==> src/rtl/adc128s022_scan.sv <==
// adc128s022_scan -- continuous channel scanner for the ADC128S022 serial ADC.
//
// Runs back-to-back 16-SCLK frames while enable is high. Each frame sends
// the next channel address from CH_MASK and reads back the conversion of the
// channel addressed in the previous frame. The result is tagged with that
// previous address. The first frame after reset or after IDLE is a dummy.
//
// Ports:
//   clock_50     in   system clock, rising edge
//   reset        in   synchronous, active-high
//   enable       in   level; frames run back to back while high
//   adc_cs_n     out  ADC chip select, active low
//   adc_sclk     out  ADC serial clock, idles high
//   adc_saddr    out  ADC DIN (control word, MSB first)
//   adc_sdat     in   ADC DOUT
//   sample_valid out  one-cycle pulse per new result
//   sample_ch    out  channel of the current result
//   sample_data  out  12-bit unsigned result
module adc128s022_scan #(
  parameter int          CLK_HALF = 8,
  parameter logic [7:0]  CH_MASK  = 8'hFF
) (
  input  logic        clock_50,
  input  logic        reset,
  input  logic        enable,
  output logic        adc_cs_n,
  output logic        adc_sclk,
  output logic        adc_saddr,
  input  logic        adc_sdat,
  output logic        sample_valid,
  output logic [2:0]  sample_ch,
  output logic [11:0] sample_data
);

  localparam int            CW       = $clog2(CLK_HALF);
  localparam logic [CW-1:0] CNT_LAST = CW'(CLK_HALF - 1);
  localparam logic [CW-1:0] CNT_MID  = CW'(CLK_HALF / 2);

  // Next set mask bit above a, wrapping; returns a if it is the only one.
  function automatic logic [2:0] next_ch(input logic [2:0] a);
    logic [2:0] r;
    logic [2:0] c;
    logic       found;
    r     = a;
    found = 1'b0;
    for (int i = 1; i < 8; i++) begin
      c = a + 3'(i);
      if (!found && CH_MASK[c]) begin
        r     = c;
        found = 1'b1;
      end
    end
    return r;
  endfunction

  // Searching upward from 7 lands on the lowest set bit.
  localparam logic [2:0] FIRST_CH = next_ch(3'd7);

  typedef enum logic [1:0] {IDLE, CS_SETUP, SHIFT, CS_HOLD} state_t;

  state_t        state_q, state_d;
  logic [CW-1:0] cnt_q;
  logic          phase_q;    // 0: SCLK low half, 1: SCLK high half
  logic [3:0]    bit_q;
  logic [15:0]   ctrl_q;
  logic [11:0]   sh_q;       // only the last 12 received bits are ever used
  logic [2:0]    addr_q, prev_q, ptr_q;
  logic          discard_q;
  logic          saddr_q;
  logic          cnt_last;

  assign cnt_last  = (cnt_q == CNT_LAST);
  assign adc_saddr = saddr_q;

  always_ff @(posedge clock_50) begin
    if (reset) state_q <= IDLE;
    else       state_q <= state_d;
  end

  always_comb begin
    state_d = state_q;
    case (state_q)
      IDLE:     if (enable && (CH_MASK != 8'h00)) state_d = CS_SETUP;
      CS_SETUP: if (cnt_last) state_d = SHIFT;
      SHIFT:    if (cnt_last && phase_q && (bit_q == 4'd15)) state_d = CS_HOLD;
      CS_HOLD:  if (cnt_last) state_d = enable ? CS_SETUP : IDLE;
      default:  state_d = IDLE;
    endcase
  end

  always_comb begin
    adc_cs_n = 1'b1;
    adc_sclk = 1'b1;
    case (state_q)
      CS_SETUP: adc_cs_n = 1'b0;
      SHIFT: begin
        adc_cs_n = 1'b0;
        adc_sclk = phase_q;
      end
      default: ;
    endcase
  end

  always_ff @(posedge clock_50) begin
    if (reset) begin
      cnt_q        <= '0;
      phase_q      <= 1'b0;
      bit_q        <= '0;
      ctrl_q       <= '0;
      sh_q         <= '0;
      addr_q       <= '0;
      prev_q       <= '0;
      ptr_q        <= FIRST_CH;
      discard_q    <= 1'b1;
      saddr_q      <= 1'b0;
      sample_valid <= 1'b0;
      sample_ch    <= '0;
      sample_data  <= '0;
    end else begin
      sample_valid <= 1'b0;
      cnt_q        <= (state_q == IDLE || cnt_last) ? '0 : cnt_q + 1'b1;
      case (state_q)
        IDLE: begin
          if (state_d == CS_SETUP) begin
            addr_q <= ptr_q;
            ctrl_q <= {2'b00, ptr_q, 11'b0};
          end
        end
        CS_SETUP: begin
          if (cnt_last) begin
            phase_q <= 1'b0;
            bit_q   <= '0;
            saddr_q <= ctrl_q[15];
          end
        end
        SHIFT: begin
          if (phase_q && cnt_q == CNT_MID) sh_q <= {sh_q[10:0], adc_sdat};
          if (cnt_last) begin
            if (!phase_q) begin
              phase_q <= 1'b1;
            end else if (bit_q == 4'd15) begin
              // Last high cycle: the word is complete, so the result is
              // published in the first CS_HOLD cycle.
              saddr_q <= 1'b0;
              if (!discard_q) begin
                sample_valid <= 1'b1;
                sample_data  <= sh_q;
                sample_ch    <= prev_q;
              end
              discard_q <= 1'b0;
              prev_q    <= addr_q;
              ptr_q     <= next_ch(addr_q);
            end else begin
              bit_q   <= bit_q + 4'd1;
              phase_q <= 1'b0;
              saddr_q <= ctrl_q[4'(4'd14 - bit_q)];
            end
          end
        end
        CS_HOLD: begin
          if (cnt_last) begin
            if (enable) begin
              addr_q <= ptr_q;
              ctrl_q <= {2'b00, ptr_q, 11'b0};
            end else begin
              discard_q <= 1'b1;
            end
          end
        end
        default: ;
      endcase
    end
  end

endmodule

==> config.mk <==
export PLATFORM = sky130hd
export DESIGN_NAME = adc128s022_scan
export DESIGN_NICKNAME = d
export VERILOG_FILES = /design/src/rtl/adc128s022_scan.sv
export SDC_FILE = /design/constraint.sdc
export NUM_CORES = 1
export LEC_CHECK = 0
export ABC_AREA = 1
export BUFFER_PORTS_ARGS = -buffer_cell sky130_fd_sc_hd__buf_2
export CAP_MARGIN = 0
export CORE_ASPECT_RATIO = 0.75
export CORE_MARGIN = 5
export CORE_UTILIZATION = 48
export CTS_BUF_LIST = sky130_fd_sc_hd__clkbuf_2 sky130_fd_sc_hd__clkbuf_4 sky130_fd_sc_hd__clkbuf_8
export CTS_CLUSTER_DIAMETER = 40
export DETAILED_ROUTE_END_ITERATION = 6
export GPL_TIMING_DRIVEN = 0
export PLACE_DENSITY = 0.76
export SLEW_MARGIN = 30
export SYNTH_ARGS = -nofsm -noshare
export SYNTH_HDL_FRONTEND = slang
export SYNTH_SLANG_ARGS = --single-unit
==> constraint.sdc <==
create_clock -name clock_50 -period 4.4 [get_ports clock_50]
set_clock_uncertainty 0.15 [all_clocks]
set_input_delay 0.66 -clock clock_50 [delete_from_list [all_inputs] [get_ports clock_50]]
set_output_delay 0.66 -clock clock_50 [all_outputs]
set_load 0.01 [all_outputs]
==> out/qor.txt, run 1 <==
Status: finished, final reports clean
CTS H-Tree Depth: 2
DR WL met2: 1790 um
Fmax: 439 MHz
Fin. Hold Viols: 0
Critical-path cell list: inv_1 -> ha_1 -> buf_6 -> inv_4 -> nor2_1 -> inv_1 -> buf_2
Vias per std cell: 5.00
Max-slew headroom: 0.531
Layout area overhead: 12.6%
Port buffer count: 21
Syn Area/Cell: 7.93 um2
Layout Nets: 307
GP Congestion: 0.778
P_leak: 1.03 nW
Latest clock arrival within the worst-skew pair: 0.31 ns
Worst-Margin Slew: 0.697 ns
Required time worst endpoint: 3.59 ns
GRT overflow: 0
PD cells: 376 nW/um2
DP Worst Slack: 2.40 ns
CTS max path bufs: 2
First-pass GRT wire length: 7400 um
Max stage delay on crit path: 0.35 ns
Routed length on met3: 183 um
CP max stage cell: dfxtp_1
Min Hold Slack: 0.314 ns
Final WL: 4270 um
Final Core Density: 0.573
Pwr Total: 890 uW
CTS tree: done
Critical path class: flop to output port
Worst min path class: flop to flop
Post-synthesis sequential area ratio: 0.467
Cell area after layout: 2370 um2
Hpwl dp: 3130 um
Area post-placement: 2280 um2
Clock Tree Root: clkbuf_8
Cell area after synthesis: 2100 um2
Crit. End Element: output port
Die area: 5820 um2
Slew Limit Fails: 0
Yosys warning count: 0
CP Depth: 7
MaxCap Viol Count: 0
Syn nets: 279
Hold depth: 2
Met1 WL: 2240 um
Simple-gate area share of the yosys netlist: 0.198
Compound-Gate Fraction of Synth Area: 0.173
R2R Path Start: state_q[0]
Hold EP: sample_data[11]
Library cells used by synthesis: 27
RSZ-0062 raised after global routing: false
WP buf/inv: 5
Min cycle time layout: 2.28 ns
Largest net degree at the start of global routing: 17
Mux contribution to synthesized area: 0
Final setup violation count: 0
Arrival time at the worst endpoint: 1.47 ns
Drt drc: 0
Worst-path clk slew: 0.09 ns
Detailed Routing Iterations Pass 1: 4
DRT iter0 DRCs: 108
Vias: 1,745
Core footprint: 4130 um2
Rows: 20
Most frequent cells in the layout: nor2_1 (51), dfxtp_1 (49), inv_1 (27), o21ai_0 (23), buf_2 (22)
Number of global-route vias before repair: 1,646
Worst r2r path cells: 7
Fill cells: 395
Layout cells sized above 1: 0.167
Crit share post-route: 0.517
Drt wl/cell: 12.2 um
Die width: 86.4 um
R2R Setup Slk: 2.41 ns
Inserted Diodes: 0
Post-CTS sizing: 0
TNS Setup: 0 ns
Fin cells: 349
Setup Fix Bufs, Post-CTS: 0
Register bit total from synthesis: 49
Critical path fanouts, max: 9
Largest family of logic cells by synthesized area: simple AND/OR/NAND/NOR gates
R2r endpoint: sh_q[3]
Detail Route Antenna Nets: 0
Gate Count Post-Synth: 265
I/O pin total: 23
Adder-Cell Fraction of Synth Area: 0.0595
GRT Util Overall: 0.161
VDD IR max: 0.000191 V
Die Height: 67.3 um
Hold buffers post-CTS: 0
Most used cell, CP: inv_1
Clock sink count: 49
Post-placement cell count: 341
Hold_sp: sh_q[11]
Post-synthesis xor/xnor area fraction: 0.0125
Starting Density: 0.509
Most common cell after layout, fill and taps aside: nor2_1
Post-route setup slack: 2.12 ns
Antenna violations before repair: 0
Setup crit start kind: flop
Cell family with most CP delay: buffers and inverters
Max Used Layer: met4
TritonCTS Buffers: 5
worst register-to-register path, stage by stage (launching register included):
cell	delay (ns)
dfxtp_1	0.40
inv_1	0.11
ha_1	0.22
buf_6	0.14
nand4_1	0.23
clkinv_1	0.30
o21ai_0	0.26
a21oi_1	0.07
flip-flops by register name, summed over array words and instances (netlist names):
name,flops
adc_saddr,1
addr_q,3
bit_q,4
cnt_q,3
discard_q,1
phase_q,1
prev_q,3
ptr_q,3
sample_ch,3
sample_data,12
sample_valid,1
sh_q,12
state_q,2
worst max-delay path by stage:
stage               start  slack, ns  endpoint
4_1_cts        state_q[0]       2.12  adc_sclk
2_1_floorplan  state_q[0]       2.63  adc_sclk
3_5_place_dp        reset       2.40   sh_q[3]
6_report       state_q[0]       2.12  adc_sclk
3_3_place_gp        reset       2.46   sh_q[3]
5_1_grt        state_q[0]       1.99  adc_sclk
routing by layer:
metal  track usage  up-vias
met2         0.244       36
met5             0        -
met4        0.0564        0
met1         0.217      785
met3        0.0500        6
li1              -      918
area by class of cell:
class	instances	area, um2	share of cell area
buffer	11	72.6	0.0307
tap	55	68.8	0.0291
multi-input combinational	174	930	0.393
sequential	49	981	0.415
timing repair buffer	21	105	0.0444
clock buffer	5	68.8	0.0291
clock inverter	3	21.3	0.00899
inverter	31	119	0.0502
synthesized netlist by cell type, drive strengths merged:
library cell	number	area (um2)
nand2	21	81.3
buf	5	50.0
clkinv	1	3.75
inv	30	115
dfxtp	49	981
clkbuf	6	22.5
xnor2	1	8.76
o21a	1	7.51
nor3	2	10.0
nand3	15	90.1
a21oi	24	143
xor2	2	17.5
ha	10	125
o21ai	38	190
nand4	4	25.0
a211oi	1	7.51
o211ai	2	15.0
nor2	53	209
cell families after synthesis:
logic type / after synthesis
compound gates: 66
simple gates: 95
xor+xnor: 3
flops: 49
buf+inv: 42
fa+ha+maj: 10
report_power, final:
| group | leakage [nW] | switching [mW] | internal, mW | total [mW] |
|---|---|---|---|---|
| Combinational | 0.595 | 0.0900 | 0.0505 | 0.140 |
| Clock | 0.0445 | 0.157 | 0.113 | 0.270 |
| Sequential | 0.396 | 0.0191 | 0.461 | 0.480 |
| Total | 1.03 | 0.266 | 0.624 | 0.890 |
Power figures use the tool's default switching activity.
==> inputs of run 2 (changes only) <==
--- a/config.mk
+++ b/config.mk
@@ -15,7 +15,7 @@
 export CTS_CLUSTER_DIAMETER = 40
 export DETAILED_ROUTE_END_ITERATION = 6
 export GPL_TIMING_DRIVEN = 0
-export PLACE_DENSITY = 0.76
+export PLACE_DENSITY = 0.79
 export SLEW_MARGIN = 30
 export SYNTH_ARGS = -nofsm -noshare
 export SYNTH_HDL_FRONTEND = slang
==> constraint.sdc (replaced) <==
create_clock -name clock_50 -period 1.92 [get_ports clock_50]
set_clock_uncertainty 0.15 [all_clocks]
set_input_delay 0.288 -clock clock_50 [delete_from_list [all_inputs] [get_ports clock_50]]
set_output_delay 0.288 -clock clock_50 [all_outputs]
set_load 0.01 [all_outputs]
==> run 2 against run 1 <==
Effect of this change:
- critical path depth unchanged
- worst setup slack worse by 2.0 ns
- final cell count up 0.86%
- core utilization up 1.5 points
- sequential share of layout area down 0.97 points
- combinational power grew to 2.6 times the previous value
- first-iteration DRC count up 73%
- total power grew 130%
- critical endpoint unchanged
- largest cell class unchanged
==> out/qor.txt, run 2 (synthesis gave the netlist of run 1 again) <==
Starting Density: 0.509
GRT overflow: 0
Min cycle time layout: 1.83 ns
Drt drc: 0
Final Core Density: 0.588
Switch Pwr: 629 uW
VDD IR max: 0.000537 V
Logic gate share of total power: 0.173
Vias per std cell: 5.12
Arrival time at the worst endpoint: 1.39 ns
Clock Tree Root: clkbuf_8
Most frequent cells in the layout: nor2_1 (49), dfxtp_1 (48), inv_1 (25), o21ai_0 (22), buf_2 (21)
Crit. End Element: output port
Crit share post-route: 0.953
Vias: 1,803
Detailed Routing Iterations Pass 1: 4
Area post-placement: 2280 um2
Inserted Diodes: 0
Required time worst endpoint: 1.48 ns
Port buffer count: 21
Cell area after layout: 2430 um2
Worst-Margin Slew: 0.426 ns
Fin. Hold Viols: 0
MaxCap Viol Count: 0
Die Height: 67.3 um
Clk pwr share: 0.291
Final WL: 4380 um
Drt wl/cell: 12.4 um
Int Pwr: 1.44 mW
Slew Limit Fails: 0
Detail Route Antenna Nets: 0
Clock sink count: 49
CTS tree: done
Hold depth: 3
Layout Nets: 310
Die width: 86.4 um
Number of global-route vias before repair: 1,718
CTS H-Tree Depth: 2
Layout cells sized above 1: 0.219
Layout area overhead: 15.4%
Regs by FF count: sample_data x12, sh_q x12, bit_q x4
Critical path fanouts, max: 9
Worst min path class: primary input to flop
GRT Util Overall: 0.167
Rows: 20
Die area: 5820 um2
Antenna violations before repair: 0
Sw Share: 0.304
Setup crit start kind: flop
Worst-path clk slew: 0.09 ns
Largest net degree at the start of global routing: 16
Reg power frac: 0.537
DRT iter0 DRCs: 187
Core footprint: 4130 um2
I/O pin total: 23
Hpwl dp: 3160 um
GP Congestion: 0.787
Max-slew headroom: 0.716
CTS max path bufs: 2
Final setup violation count: 0
Latest clock arrival within the worst-skew pair: 0.31 ns
Status: finished, final reports clean
Fmax: 546 MHz
First-pass GRT wire length: 7730 um
Most common cell after layout, fill and taps aside: nor2_1
Critical path class: flop to output port
Worst r2r path cells: 11
RSZ-0062 raised after global routing: false
TritonCTS Buffers: 5
Hold buffers post-CTS: 0
P_leak: 1.05 nW
PD cells: 851 nW/um2
-- run 2: routing by layer --
layer | global-route usage | part of all wire | vias to the layer above | wire [um]
li1 | - | - | 933 | -
met1 | 0.224 | 0.49 | 826 | 2150
met2 | 0.266 | 0.45 | 38 | 1970
met3 | 0.0354 | 0.044 | 6 | 192
met4 | 0.0584 | 0.015 | 0 | 66
met5 | 0 | 0 | - | 0
-- run 2: layout make-up --
class | count | area (um2)
clock buffer | 5 | 68.8
buffer | 11 | 76.3
tap | 55 | 68.8
sequential | 49 | 982
timing repair buffer | 24 | 128
inverter | 31 | 123
fill | 383 | 1700
multi-input combinational | 174 | 962
clock inverter | 3 | 17.5
-- run 2: final timing paths --
check | start | to | slack, ns
setup / recovery | state_q[0] | adc_sclk | 0.09
hold / removal | adc_sdat | sh_q[0] | 0.11
setup reg to reg | state_q[0] | sample_data[10] | 0.12
hold reg to reg | cnt_q[0] | cnt_q[0] | 0.31
-- run 2: through the flow --
stage	std cells	worst slack [ns]	hold slack [ns]	power (mW)	setup TNS, ns
after floorplan	265	0.289	0.267	1.36	0
after global placement	341	0.0613	0.283	1.43	0
after detailed placement	341	-0.0173	0.292	1.45	-0.0274
after CTS	349	-0.00126	0.115	2.03	-0.00126
after global routing	352	0.000149	0.146	2.18	0
final	352	0.0897	0.107	2.07	0
-- run 2: worst max-delay path: stages (launching register included) --
cell and delay, ns:
dfxtp_2 0.35, inv_2 0.09, ha_1 0.16, buf_6 0.14, inv_4 0.05, nor2_2 0.11, inv_1 0.05, buf_2 0.13
-- run 2: what timing repair did --
| item | in CTS | in global routing |
|---|---|---|
| endpoints found under the setup margin | 4 | 30 |
| setup buffers | 0 | 3 |
| gates cloned | 0 | 0 |
| endpoints found under the hold margin | 0 | 0 |
| gates resized for setup | 1 | 17 |
-- run 2: power by group through the flow --
stage	Sequential, mW	Combinational (mW)	Clock [mW]
2_1_floorplan	1.11	0.252	0
3_3_place_gp	1.12	0.309	0
3_5_place_dp	1.13	0.322	0
4_1_cts	1.10	0.327	0.604
5_1_grt	1.11	0.411	0.649
6_report	1.11	0.357	0.600
==> inputs of run 3 (changes only) <==
--- a/config.mk
+++ b/config.mk
@@ -7,15 +7,15 @@
 export LEC_CHECK = 0
 export ABC_AREA = 1
 export BUFFER_PORTS_ARGS = -buffer_cell sky130_fd_sc_hd__buf_2
-export CAP_MARGIN = 0
 export CORE_ASPECT_RATIO = 0.75
 export CORE_MARGIN = 5
-export CORE_UTILIZATION = 48
+export CORE_UTILIZATION = 35
 export CTS_BUF_LIST = sky130_fd_sc_hd__clkbuf_2 sky130_fd_sc_hd__clkbuf_4 sky130_fd_sc_hd__clkbuf_8
 export CTS_CLUSTER_DIAMETER = 40
 export DETAILED_ROUTE_END_ITERATION = 6
 export GPL_TIMING_DRIVEN = 0
-export PLACE_DENSITY = 0.79
+export PLACE_DENSITY = 0.63
+export SKIP_LAST_GASP = 1
 export SLEW_MARGIN = 30
 export SYNTH_ARGS = -nofsm -noshare
 export SYNTH_HDL_FRONTEND = slang
==> run 3 against run 2 <==
Effect of this change:
- total power up 11%
- combinational power decreased by 6.4%
- routed wire length up 1.8%
- sequential share of layout area shrank 0.49 points
- non-clock buffer count is 2 lower
- critical path depth unchanged
- register-to-register slack is essentially flat
- via count fell by 3.5%
- global-route usage decreased by 4.0 points
- first-iteration DRC count is 51% lower
- final cell count rose by 6.0%
- cell area grew 1.2%
==> out/qor.txt, run 3 (synthesis gave the netlist of run 1 again) <==
Status: finished, final reports clean
First-pass GRT wire length: 7800 um
Final setup violation count: 0
Starting Density: 0.361
Pwr Total: 2.30 mW
CTS H-Tree Depth: 2
Crit. End Element: output port
Worst-path clk slew: 0.09 ns
Slew Limit Fails: 0
Worst-Margin Slew: 0.476 ns
Arrival time at the worst endpoint: 1.40 ns
Required time worst endpoint: 1.48 ns
Die Height: 77.1 um
Setup crit start kind: flop
Most frequent cells in the layout: nor2_1 (51), dfxtp_1 (48), inv_1 (25), buf_2 (23), o21ai_0 (22)
Layout area overhead: 16.8%
Vias: 1,739
Cell family with most CP delay: buffers and inverters
Most common cell after layout, fill and taps aside: nor2_1
Core footprint: 5830 um2
Antenna violations before repair: 0
Die area: 7670 um2
I/O pin total: 23
WP buf/inv: 5
Fin. Hold Viols: 0
Vias per std cell: 4.66
Drt drc: 0
PD cells: 937 nW/um2
Latest clock arrival within the worst-skew pair: 0.30 ns
CTS max path bufs: 2
DRT iter0 DRCs: 91
VDD IR max: 0.000420 V
Layout cells sized above 1: 0.193
Worst Setup SP: state_q[0]
GRT overflow: 0
MaxCap Viol Count: 0
Min cycle time layout: 1.83 ns
Clock sink count: 49
R2R Setup Slk: 0.11 ns
Detailed Routing Iterations Pass 1: 4
R2R Path Start: cnt_q[0]
Layout Nets: 308
TNS Setup: 0 ns
Critical path class: flop to output port
Max stage delay on crit path: 0.35 ns
GP Congestion: 0.784
Crit share post-route: 0.955
P_leak: 1.07 nW
Hold buffers post-CTS: 0
TritonCTS Buffers: 5
Fmax: 545 MHz
GRT Util Overall: 0.126
Hold_sp: adc_sdat
Worst min path class: primary input to flop
Critical path fanouts, max: 9
Critical-path cell list: inv_2 -> ha_1 -> buf_6 -> inv_4 -> nor2_1 -> inv_1 -> buf_2
CTS tree: done
Detail Route Antenna Nets: 0
Die width: 99.5 um
Max-slew headroom: 0.681
CP max stage cell: dfxtp_2
Drt wl/cell: 12.0 um
Clock Tree Root: clkbuf_8
Final WL: 4460 um
Port buffer count: 21
Hpwl dp: 3280 um
Largest net degree at the start of global routing: 16
Regs by FF count: sample_data x12, sh_q x12, bit_q x4
Number of global-route vias before repair: 1,634
Rows: 24
Inserted Diodes: 0
RSZ-0062 raised after global routing: true
## run 3: tightest hold or removal path, stage by stage
cell and delay, ns:
buf_2 0.08, o21ai_0 0.07, a21oi_1 0.11
## run 3: area by class of cell
cell class	count	area [um2]
Timing Repair Buffer	22	113
Fill cell	607	3370
Clock inverter	3	65.1
Tap cell	78	97.6
Sequential cell	49	982
Multi-Input combinational cell	174	937
Buffer	11	73.8
Inverter	31	119
Clock buffer	5	68.8
## run 3: path summary, 6_finish.rpt
check,endpoint,depth (start not counted)
worst min-delay path,sh_q[0],3
worst max register to register,addr_q[2],10
worst min register to register,cnt_q[0],1
worst max-delay path,adc_sclk,7
## run 3: through the flow
step | area [um2] | hold slack (ns) | std cells | utilization | setup slack, ns
final | 2460 | 0.133 | 373 | 0.422 | 0.0867
after global routing | 2460 | 0.131 | 373 | 0.422 | -0.00446
after CTS | 2440 | 0.127 | 372 | 0.419 | 0.0132
after detailed placement | 2300 | 0.297 | 364 | 0.396 | -0.0159
after global placement | 2300 | 0.287 | 364 | 0.396 | 0.0335
after floorplan | 2100 | 0.267 | 265 | - | 0.289
## run 3: what timing repair did
item	in CTS	in global routing
endpoints found under the setup margin	3	24
pin swaps	0	2
buffers inserted	0	1
resized for setup	1	9
## run 3: routing by layer
metal / vias to the layer above / global-route usage / part of all wire
met5: - / 0 / 0
met4: 0 / 0.0532 / 0.021
met3: 8 / 0.0308 / 0.052
met2: 43 / 0.170 / 0.38
met1: 766 / 0.188 / 0.54
li1: 922 / - / -
## run 3: power breakdown
| group | total [mW] | leakage (nW) | switching, mW | internal (mW) |
|---|---|---|---|---|
| combinational | 0.334 | 0.606 | 0.216 | 0.117 |
| clock | 0.864 | 0.0681 | 0.347 | 0.517 |
| sequential | 1.10 | 0.396 | 0.0470 | 1.06 |
